### src/rtl/trace_pkg.sv
// Shared definitions for the instruction-trace UART: serializer states,
// record layout constants and the nibble-to-ASCII conversion.
package trace_pkg;

    typedef enum logic [1:0] {
        ST_IDLE,
        ST_START,
        ST_DATA,
        ST_STOP
    } tx_state_e;

    localparam int RECORD_LEN = 19;

    localparam logic [7:0] ASCII_SP = 8'h20;
    localparam logic [7:0] ASCII_CR = 8'h0D;
    localparam logic [7:0] ASCII_LF = 8'h0A;

    // Uppercase hex: 0-9 -> '0'-'9', A-F -> 'A'-'F' ('A' - 10 = 0x37).
    function automatic logic [7:0] hex_ascii(input logic [3:0] nib);
        return (nib < 4'd10) ? (8'h30 + {4'h0, nib}) : (8'h37 + {4'h0, nib});
    endfunction

endpackage

### src/rtl/uart_tx_byte.sv
// 8N1 byte serializer. A byte is taken when valid_i && ready_o; ready_o is
// high in IDLE and in the final cycle of a stop bit, so bytes chain with no gap.
module uart_tx_byte
    import trace_pkg::*;
#(
    parameter int DIV = 16
) (
    input  logic       clk_i,
    input  logic       rst_i,
    input  logic       valid_i,
    input  logic [7:0] data_i,
    output logic       ready_o,
    output logic       tx_o,
    output tx_state_e  state_o
);

    localparam int CNT_W = (DIV > 1) ? $clog2(DIV) : 1;
    localparam logic [CNT_W-1:0] BAUD_LAST = CNT_W'(DIV - 1);

    tx_state_e        state_q, state_d;
    logic [CNT_W-1:0] baud_q, baud_d;
    logic [2:0]       bit_q, bit_d;
    logic [7:0]       shift_q, shift_d;
    logic             tx_q, tx_d;
    logic             tick;

    assign tick    = (baud_q == BAUD_LAST);
    assign ready_o = (state_q == ST_IDLE) || ((state_q == ST_STOP) && tick);
    assign tx_o    = tx_q;
    assign state_o = state_q;

    always_comb begin
        state_d = state_q;
        bit_d   = bit_q;
        shift_d = shift_q;
        tx_d    = tx_q;
        baud_d  = ((state_q == ST_IDLE) || tick) ? '0 : baud_q + 1'b1;
        case (state_q)
            ST_IDLE: begin
                if (valid_i) begin
                    state_d = ST_START;
                    shift_d = data_i;
                    tx_d    = 1'b0;
                end
            end
            ST_START: begin
                if (tick) begin
                    state_d = ST_DATA;
                    bit_d   = 3'd0;
                    tx_d    = shift_q[0];
                end
            end
            ST_DATA: begin
                if (tick) begin
                    if (bit_q == 3'd7) begin
                        state_d = ST_STOP;
                        tx_d    = 1'b1;
                    end else begin
                        bit_d   = bit_q + 3'd1;
                        shift_d = {1'b0, shift_q[7:1]};
                        tx_d    = shift_q[1];
                    end
                end
            end
            ST_STOP: begin
                if (tick) begin
                    if (valid_i) begin
                        state_d = ST_START;
                        shift_d = data_i;
                        tx_d    = 1'b0;
                    end else begin
                        state_d = ST_IDLE;
                        tx_d    = 1'b1;
                    end
                end
            end
            default: state_d = ST_IDLE;
        endcase
    end

    always_ff @(posedge clk_i) begin
        if (rst_i) begin
            state_q <= ST_IDLE;
            baud_q  <= '0;
            bit_q   <= 3'd0;
            shift_q <= 8'h00;
            tx_q    <= 1'b1;
        end else begin
            state_q <= state_d;
            baud_q  <= baud_d;
            bit_q   <= bit_d;
            shift_q <= shift_d;
            tx_q    <= tx_d;
        end
    end

endmodule

### src/rtl/trace_uart_tx.sv
// Instruction-trace UART: captures one retired step (addr, instr) and sends
// it as "AAAAAAAA IIIIIIII\r\n"; steps arriving while busy are dropped and counted.
module trace_uart_tx
    import trace_pkg::*;
#(
    parameter int CLK_FREQ_HZ = 100_000_000,
    parameter int BAUD_RATE   = 115200
) (
    input  logic        clk_i,
    input  logic        rst_i,
    input  logic        valid_i,
    input  logic [31:0] addr_i,
    input  logic [31:0] instr_i,
    output logic        tx_o,
    output logic        busy_o,
    output logic        drop_o,
    output logic [7:0]  drop_cnt_o
);

    localparam int DIV = CLK_FREQ_HZ / BAUD_RATE;

    logic        busy_q, busy_d;
    logic [63:0] hold_q, hold_d;
    logic [4:0]  idx_q, idx_d;
    logic        drop_q, drop_d;
    logic [7:0]  drop_cnt_q, drop_cnt_d;

    logic        accept, last_stop, byte_valid, ser_ready;
    logic [4:0]  sel;
    logic [63:0] rec;
    logic [3:0]  ni;
    logic [7:0]  byte_data;
    tx_state_e   ser_state;

    assign accept     = valid_i && !busy_q;
    assign last_stop  = (ser_state == ST_STOP) && ser_ready;
    assign byte_valid = accept || (busy_q && (idx_q < 5'(RECORD_LEN - 1)));
    assign sel        = busy_q ? idx_q + 5'd1 : 5'd0;

    // Byte 0 is fed straight from the inputs in the accept cycle so the start
    // bit appears on the very next cycle; later bytes come from the holding register.
    always_comb begin
        rec       = busy_q ? hold_q : {addr_i, instr_i};
        ni        = 4'd0;
        byte_data = ASCII_LF;
        if (sel < 5'd8) begin
            ni        = 4'(5'd15 - sel);
            byte_data = hex_ascii(rec[{ni, 2'b00} +: 4]);
        end else if (sel == 5'd8) begin
            byte_data = ASCII_SP;
        end else if (sel < 5'd17) begin
            ni        = 4'(5'd16 - sel);
            byte_data = hex_ascii(rec[{ni, 2'b00} +: 4]);
        end else if (sel == 5'd17) begin
            byte_data = ASCII_CR;
        end
    end

    always_comb begin
        busy_d     = busy_q;
        hold_d     = hold_q;
        idx_d      = idx_q;
        drop_d     = valid_i && busy_q;
        drop_cnt_d = drop_cnt_q;
        if (accept) begin
            busy_d = 1'b1;
            hold_d = {addr_i, instr_i};
        end
        if (byte_valid && ser_ready) begin
            idx_d = sel;
        end
        if (busy_q && last_stop && (idx_q == 5'(RECORD_LEN - 1))) begin
            busy_d = 1'b0;
        end
        if (drop_d && (drop_cnt_q != 8'hFF)) begin
            drop_cnt_d = drop_cnt_q + 8'd1;
        end
    end

    always_ff @(posedge clk_i) begin
        if (rst_i) begin
            busy_q     <= 1'b0;
            hold_q     <= 64'h0;
            idx_q      <= 5'd0;
            drop_q     <= 1'b0;
            drop_cnt_q <= 8'h00;
        end else begin
            busy_q     <= busy_d;
            hold_q     <= hold_d;
            idx_q      <= idx_d;
            drop_q     <= drop_d;
            drop_cnt_q <= drop_cnt_d;
        end
    end

    uart_tx_byte #(.DIV(DIV)) u_ser (
        .clk_i   (clk_i),
        .rst_i   (rst_i),
        .valid_i (byte_valid),
        .data_i  (byte_data),
        .ready_o (ser_ready),
        .tx_o    (tx_o),
        .state_o (ser_state)
    );

    assign busy_o     = busy_q;
    assign drop_o     = drop_q;
    assign drop_cnt_o = drop_cnt_q;

endmodule
### config.mk
export PLATFORM = sky130hd
export DESIGN_NAME = trace_uart_tx
export DESIGN_NICKNAME = d
export VERILOG_FILES = /design/src/rtl/trace_pkg.sv /design/src/rtl/uart_tx_byte.sv /design/src/rtl/trace_uart_tx.sv
export SDC_FILE = /design/constraint.sdc
export NUM_CORES = 1
export LEC_CHECK = 0
export CORE_MARGIN = 4
export CORE_UTILIZATION = 40
export DETAILED_ROUTE_END_ITERATION = 12
export HOLD_SLACK_MARGIN = 0.03
export PLACE_DENSITY = 0.6
export SLEW_MARGIN = 5
export SYNTH_ARGS = -nofsm -noshare
export SYNTH_HDL_FRONTEND = slang
export SYNTH_SLANG_ARGS = --single-unit
export TNS_END_PERCENT = 10
### constraint.sdc
create_clock -name clk_i -period 10.8 [get_ports clk_i]
set_input_delay 2.7 -clock clk_i [delete_from_list [all_inputs] [get_ports clk_i]]
set_output_delay 2.7 -clock clk_i [all_outputs]
set_load 0.1 [all_outputs]
**After elaboration in Yosys (flattened, before gate mapping)**

Index checks and enable logic that the tools add are counted.
W data, S select, Z words.

- Bits in read-only memories: 0
- Bits in writable memories: 0
- Latch bits: 0
- Input bits: 67
- Flip-flop bits (word level): 103
- Logic and storage cells: 95
- Memories kept: 0
- Output and inout port bits: 11

- Shift operators: 2
- Bitwise operators: 0
- Magnitude comparators: 5
- Reductions and logical operators: 22
- Equality and inequality tests: 15
- Divide/modulo/power cells: 0
- Add/sub/neg operators: 10
- $mul: 0
- Multiplexer cells: 31

Operator list:

| kind | number |
|---|---|
| $shiftx A64 B7 Y4 | 2 |
| $mux W64 | 1 |
| $mux W7 | 5 |
| $mux W8 | 4 |
| $add A6 B4 Y7 const A | 4 |
| $pmux W8 S3 | 1 |
| $mux W3 | 4 |
| $reduce_and A4 Y1 | 3 |
| $add A10 B1 Y10 const B | 1 |
| $eq A10 B10 Y1 const B | 1 |
| $eq A5 B5 Y1 const B | 2 |
| $lt A5 B5 Y1 const B | 2 |
| $mux W2 | 5 |
| $logic_and A1 B1 Y1 | 9 |
| $add A8 B1 Y8 const B | 1 |
| $lt A4 B4 Y1 const B | 2 |
| $ne A2 B1 Y1 const B | 4 |
| $ne A8 B8 Y1 const B | 1 |
| $pmux W2 S4 | 1 |
| $mux W1 | 7 |
| $pmux W3 S2 | 1 |
| $add A5 B1 Y5 const B | 1 |
| $eq A5 B4 Y1 const B | 1 |
| $lt A5 B4 Y1 const B | 1 |
| other kinds (16) | 21 |

**Longest topological paths before layout**

- Word-level depth: 12
- Gate-level depth with buffers: 21

**Hierarchy**

From an unflattened synthesis, not the netlist that was laid out.

- Cells, all modules: 687
- Area, all modules: 5901.9 um^2

Modules (own cells, without submodules):

| module | cells each | area each (um^2) | seq. area each (um^2) | times used |
|---|---|---|---|---|
| trace_uart_tx | 545 | 4598.2 | 1581.5 | 1 |
| uart_tx_byte | 142 | 1303.8 | 480.5 | 1 |

**Least setup slack after synthesis**

OpenSTA, ideal clock, no wires.

- Path type: flip-flop to flip-flop
- From: register busy_q (netlist: busy_o)
- To: register u_ser.shift_q[2]
- Cell stages (with the launch flop): 17
- Slack: 6.210 ns
- Period minus slack after synthesis: 4.590 ns
- Setup time: 0.086 ns
- Arrival time: 4.505 ns
- Buffers on the path: 6
- Cell sequence: dfxtp_1 -> clkbuf_1 -> clkbuf_1 -> buf_1 -> nand2b_1 -> ha_1 -> buf_4 -> buf_2 -> buf_2 -> mux4_2 -> nand2_1 -> nand3_1 -> o21ai_1 -> ha_1 -> nand4_1 -> a31o_2 -> a211oi_1

- Word-level cells in the longest chain between the ends: 11
- Elaborated cells between the ends (all ways): 29

Ends and longest elaborated chain:

| item | RTL line | source |
|---|---|---|
| start, declared | trace_uart_tx.sv:22 | `logic busy_q, busy_d;` |
| start signal, assigned | trace_uart_tx.sv:88 | `busy_q <= busy_d;` |
| $mux W5 | trace_uart_tx.sv:38 | `assign sel = busy_q ? idx_q + 5'd1 : 5'd0;` |
| $sub A1 B4 Y4 | trace_uart_tx.sv:52 | `ni = 4'(5'd16 - sel);` |
| $shiftx A64 B7 Y4 | trace_uart_tx.sv:53 | `byte_data = hex_ascii(rec[{ni, 2'b00} +: 4]);` |
| $add A6 B4 Y7 / $lt A4 B4 Y1 (equally long branches) | trace_pkg.sv:20 | `return (nib < 4'd10) ? (8'h30 + {4'h0, nib}) : (8'h37 + {4'h0, nib});` |
| $mux W7 | trace_pkg.sv:20 |  |
| $mux W7 | trace_uart_tx.sv:51 | `end else if (sel < 5'd17) begin` |
| $mux W7 | trace_uart_tx.sv:49 | `end else if (sel == 5'd8) begin` |
| $mux W7 | trace_uart_tx.sv:46 | `if (sel < 5'd8) begin` |
| $mux W8 (*) | uart_tx_byte.sv:40, uart_tx_byte.sv:67 |  |
| $mux W8 | uart_tx_byte.sv:66 | `if (tick) begin` |
| $pmux W8 S3 (*) | uart_tx_byte.sv:38 | `case (state_q)` |
| end signal, assigned | uart_tx_byte.sv:92 | `shift_q <= shift_d;` |
| end, declared | uart_tx_byte.sv:23 | `logic [7:0] shift_q, shift_d;` |

Every way passes the cells marked *; elsewhere a longest branch is shown, timed or not. The select of a mux whose other input is x is not followed.
A chain may end at the register's enable or synchronous reset.

**Worst setup path in the final report**

- From: register busy_q (netlist: busy_o)
- To: output busy_o

RTL lines:

| item | RTL line | source |
|---|---|---|
| end, declared | trace_uart_tx.sv:15 | `output logic busy_o,` |

No word-level cell between the ends.

==> flow_metrics.tcl <==
set metrics [dict create \
    tritoncts "done" \
    synth-seq-cells 102 \
    wl_met1_um 6900 \
    min_path_cells 2 \
    syn-instance-count 705 \
    hold_class "reg -> reg" \
    finalClockSkew_ns 0.00517 \
    setup_tns_ns 0 \
    rows 43 \
    viasPerCell 5.62 \
    p_leak_nw 2.48 \
    grt_pass1_wl_um 25500 \
    reg2regPathDepth 12 \
    port_buffers 77 \
    relSlewSlack_pct 31.3 \
    wl_per_cell_um 16.6 \
    synth_edf_count 0 \
    final_common_cell "nand2_1" \
    antenna_found_initial 0 \
    hold_viol 0 \
    finalCritPeriodShare_pct 46.2 \
    pwr-share-comb_pct 30.8 \
    grt_usage_pct 19.0 \
    num_antenna_cells 0 \
    path_clk_slew_ns 0.07 \
    worstMarginPinSlew_ns 1.03 \
    total_power_mw 1.09 \
    max-cap-violations 0 \
    dr_wl_met3_um 970 \
    cellPowerDensity_nw_per_um2 155 \
    die_area_um2 16600 \
    post_cts_resized 0 \
    post-cts-setup-buffers 0 \
    htreeDepth 3 \
    holdWs_ns 0.456 \
    syn_area_per_cell_um2 8.30 \
    synth_ff_type "dfxtp_1" \
    p_sw_mw 0.356 \
    grt_pass1_vias 5193 \
    ys_async_sr_fraction_pct 0 \
    clock.fmax_mhz 201 \
    ioPinCount 78 \
    maxSlewViolCount 0 \
    crit_type "reg -> out" \
    drc_errors 0 \
    start_kind "flop" \
    place_congestion 0.877 \
    nets 838 \
    ys_warn_count 0 \
    end_kind "output pin" \
    p_clk_share_pct 29.8 \
    worst-path-max-fanout 34 \
    highest_layer "met4" \
    dp_hpwl_um 11000 \
    yosysSeqAreaShare_pct 34.9 \
    cts-hold-fix-buffers 0 \
    initialDrtViolationCount 268 \
    ctsRootBufferMaster "clkbuf_16" \
    synthToLayoutAreaGrowth_pct 19.4 \
    max-vdd-ir-drop_mv 0.0976 \
    worstPathRequired_ns 8.10 \
    p_sw_share_pct 32.8 \
    crit_arrival_ns 2.29 \
    synth_area_um2 5850 \
    intPower_mw 0.729 \
    dr_total_vias 5275 \
    core_um2 14100 \
    fin_crit_ns 4.99 \
    die_x_um 129 \
    ys_top_cells_by_area "dfxtp_1 35%, nand2_1 11%, mux4_2 11%" \
    synth_top_cell_by_area "dfxtp_1" \
    grt-ovfl-total 0 \
    initial_utilization_pct 41.5 \
    p_seq_share_pct 39.4 \
    wl_met2_um 7350 \
    synth_top_area_share_pct 34.9 \
    clkSinkCount 102 \
    detail_route.first_pass.iterations 5 \
    ant_nets 0 \
    cts_buffers 9 \
    clkLatencyLatePin_ns 0.35 \
    drive_gt1_share_pct 9.49 \
    wl_um 15600 \
    rsz0062_at_grt "false" \
    synth_cell_type_count 63 \
    mostFrequentLayoutCells "171 x nand2_1, 101 x dfxtp_1, 88 x a21oi_1" \
    run_status "finished clean" \
    grt_max_degree 95 \
    setup_viol_count_final 0 \
    synth_nets 788 \
    cts.path.max_buffers 2 \
    die_h_um 129 \
]
## final cells by class
class | count | area, um2
Timing Repair Buffer | 84 | 818
Inverter | 15 | 56.3
Fill cell | 1387 | 7110
Multi-Input combinational cell | 543 | 3560
Clock inverter | 4 | 47.5
Tap cell | 180 | 225
Clock buffer | 11 | 243
Sequential cell | 102 | 2040
## power groups by stage
stage	combinational [mW]	clock (mW)	sequential, mW
global placement	0.329	0	0.434
detailed placement	0.334	0	0.436
finish	0.334	0.324	0.428
CTS	0.335	0.332	0.427
floorplan	0.233	0	0.447
global route	0.368	0.348	0.431
## per-layer routing
| metal | GRT usage [%] | vias up |
|---|---|---|
| li1 | - | 2587 |
| met1 | 24.1 | 2511 |
| met2 | 30.7 | 148 |
| met3 | 5.44 | 29 |
| met4 | 7.29 | 0 |
| met5 | 0 | - |
## synthesized netlist by cell type (all sizes together), types with 4 or more instances
cell and instances:
mux2i 21, xor2 13, nand2b 9, nand2 172, nand3 18, mux2 4, a31oi 7, ha 16
buf 18, a211oi 7, nor3 9, or3 5, mux4 28, and3 6, nor2 51, xnor2 8
and2 4, inv 15, clkbuf 27, o22ai 4, a21oi 88, a22oi 5, o21ai 21, dfxtp 102
a221oi 5
## sequential cells by signal, summed over array words and instances, names as in the netlist
| signal | count |
|---|---|
| u_ser.baud_q | 10 |
| busy_o | 1 |
| hold_q | 64 |
| u_ser.tx_o | 1 |
| drop_cnt_o | 8 |
| u_ser.shift_q | 7 |
| idx_q | 5 |
| drop_o | 1 |
| u_ser.state_o | 2 |
| u_ser.bit_q | 3 |
## metrics by stage
| step | cell area, um2 | utilization (%) | setup WS, ns | cells |
|---|---|---|---|---|
| finish | 6990 | 49.6 | 5.81 | 939 |
| global route | 6990 | 49.6 | 5.75 | 939 |
| floorplan | 5850 | - | 6.21 | 705 |
| CTS | 6990 | 49.6 | 5.83 | 939 |
| detailed placement | 6700 | 47.5 | 5.68 | 924 |
| global placement | 6700 | 47.5 | 5.70 | 924 |
## worst paths after layout
kind	start	end	slack, ns
worst min register to register	hold_q[23]	hold_q[23]	0.46
worst max-delay path	busy_o	busy_o	5.81
worst max register to register	idx_q[1]	u_ser.shift_q[5]	6.37
worst min-delay path	hold_q[23]	hold_q[23]	0.46
## cells by family (layout without fill, tap and decap cells)
family	Yosys count	count (layout)	synth area share [%]
muxes	53	53	15.1
xor gates and xnor gates	21	21	3.27
adders and majority gates	16	16	3.42
DFF	102	102	34.9
and+or+nand+nor	288	288	21.1
AOI/OAI and AO/OA	165	165	17.7
buffers and inverters	60	114	4.53
## worst max-delay path, stage by stage (launching register included)
cell,delay [ns]
dfxtp_1,0.31
buf_4,0.38
clkdlybuf4s50_1,1.22
Note: power is estimated with default switching activity, not from simulation.
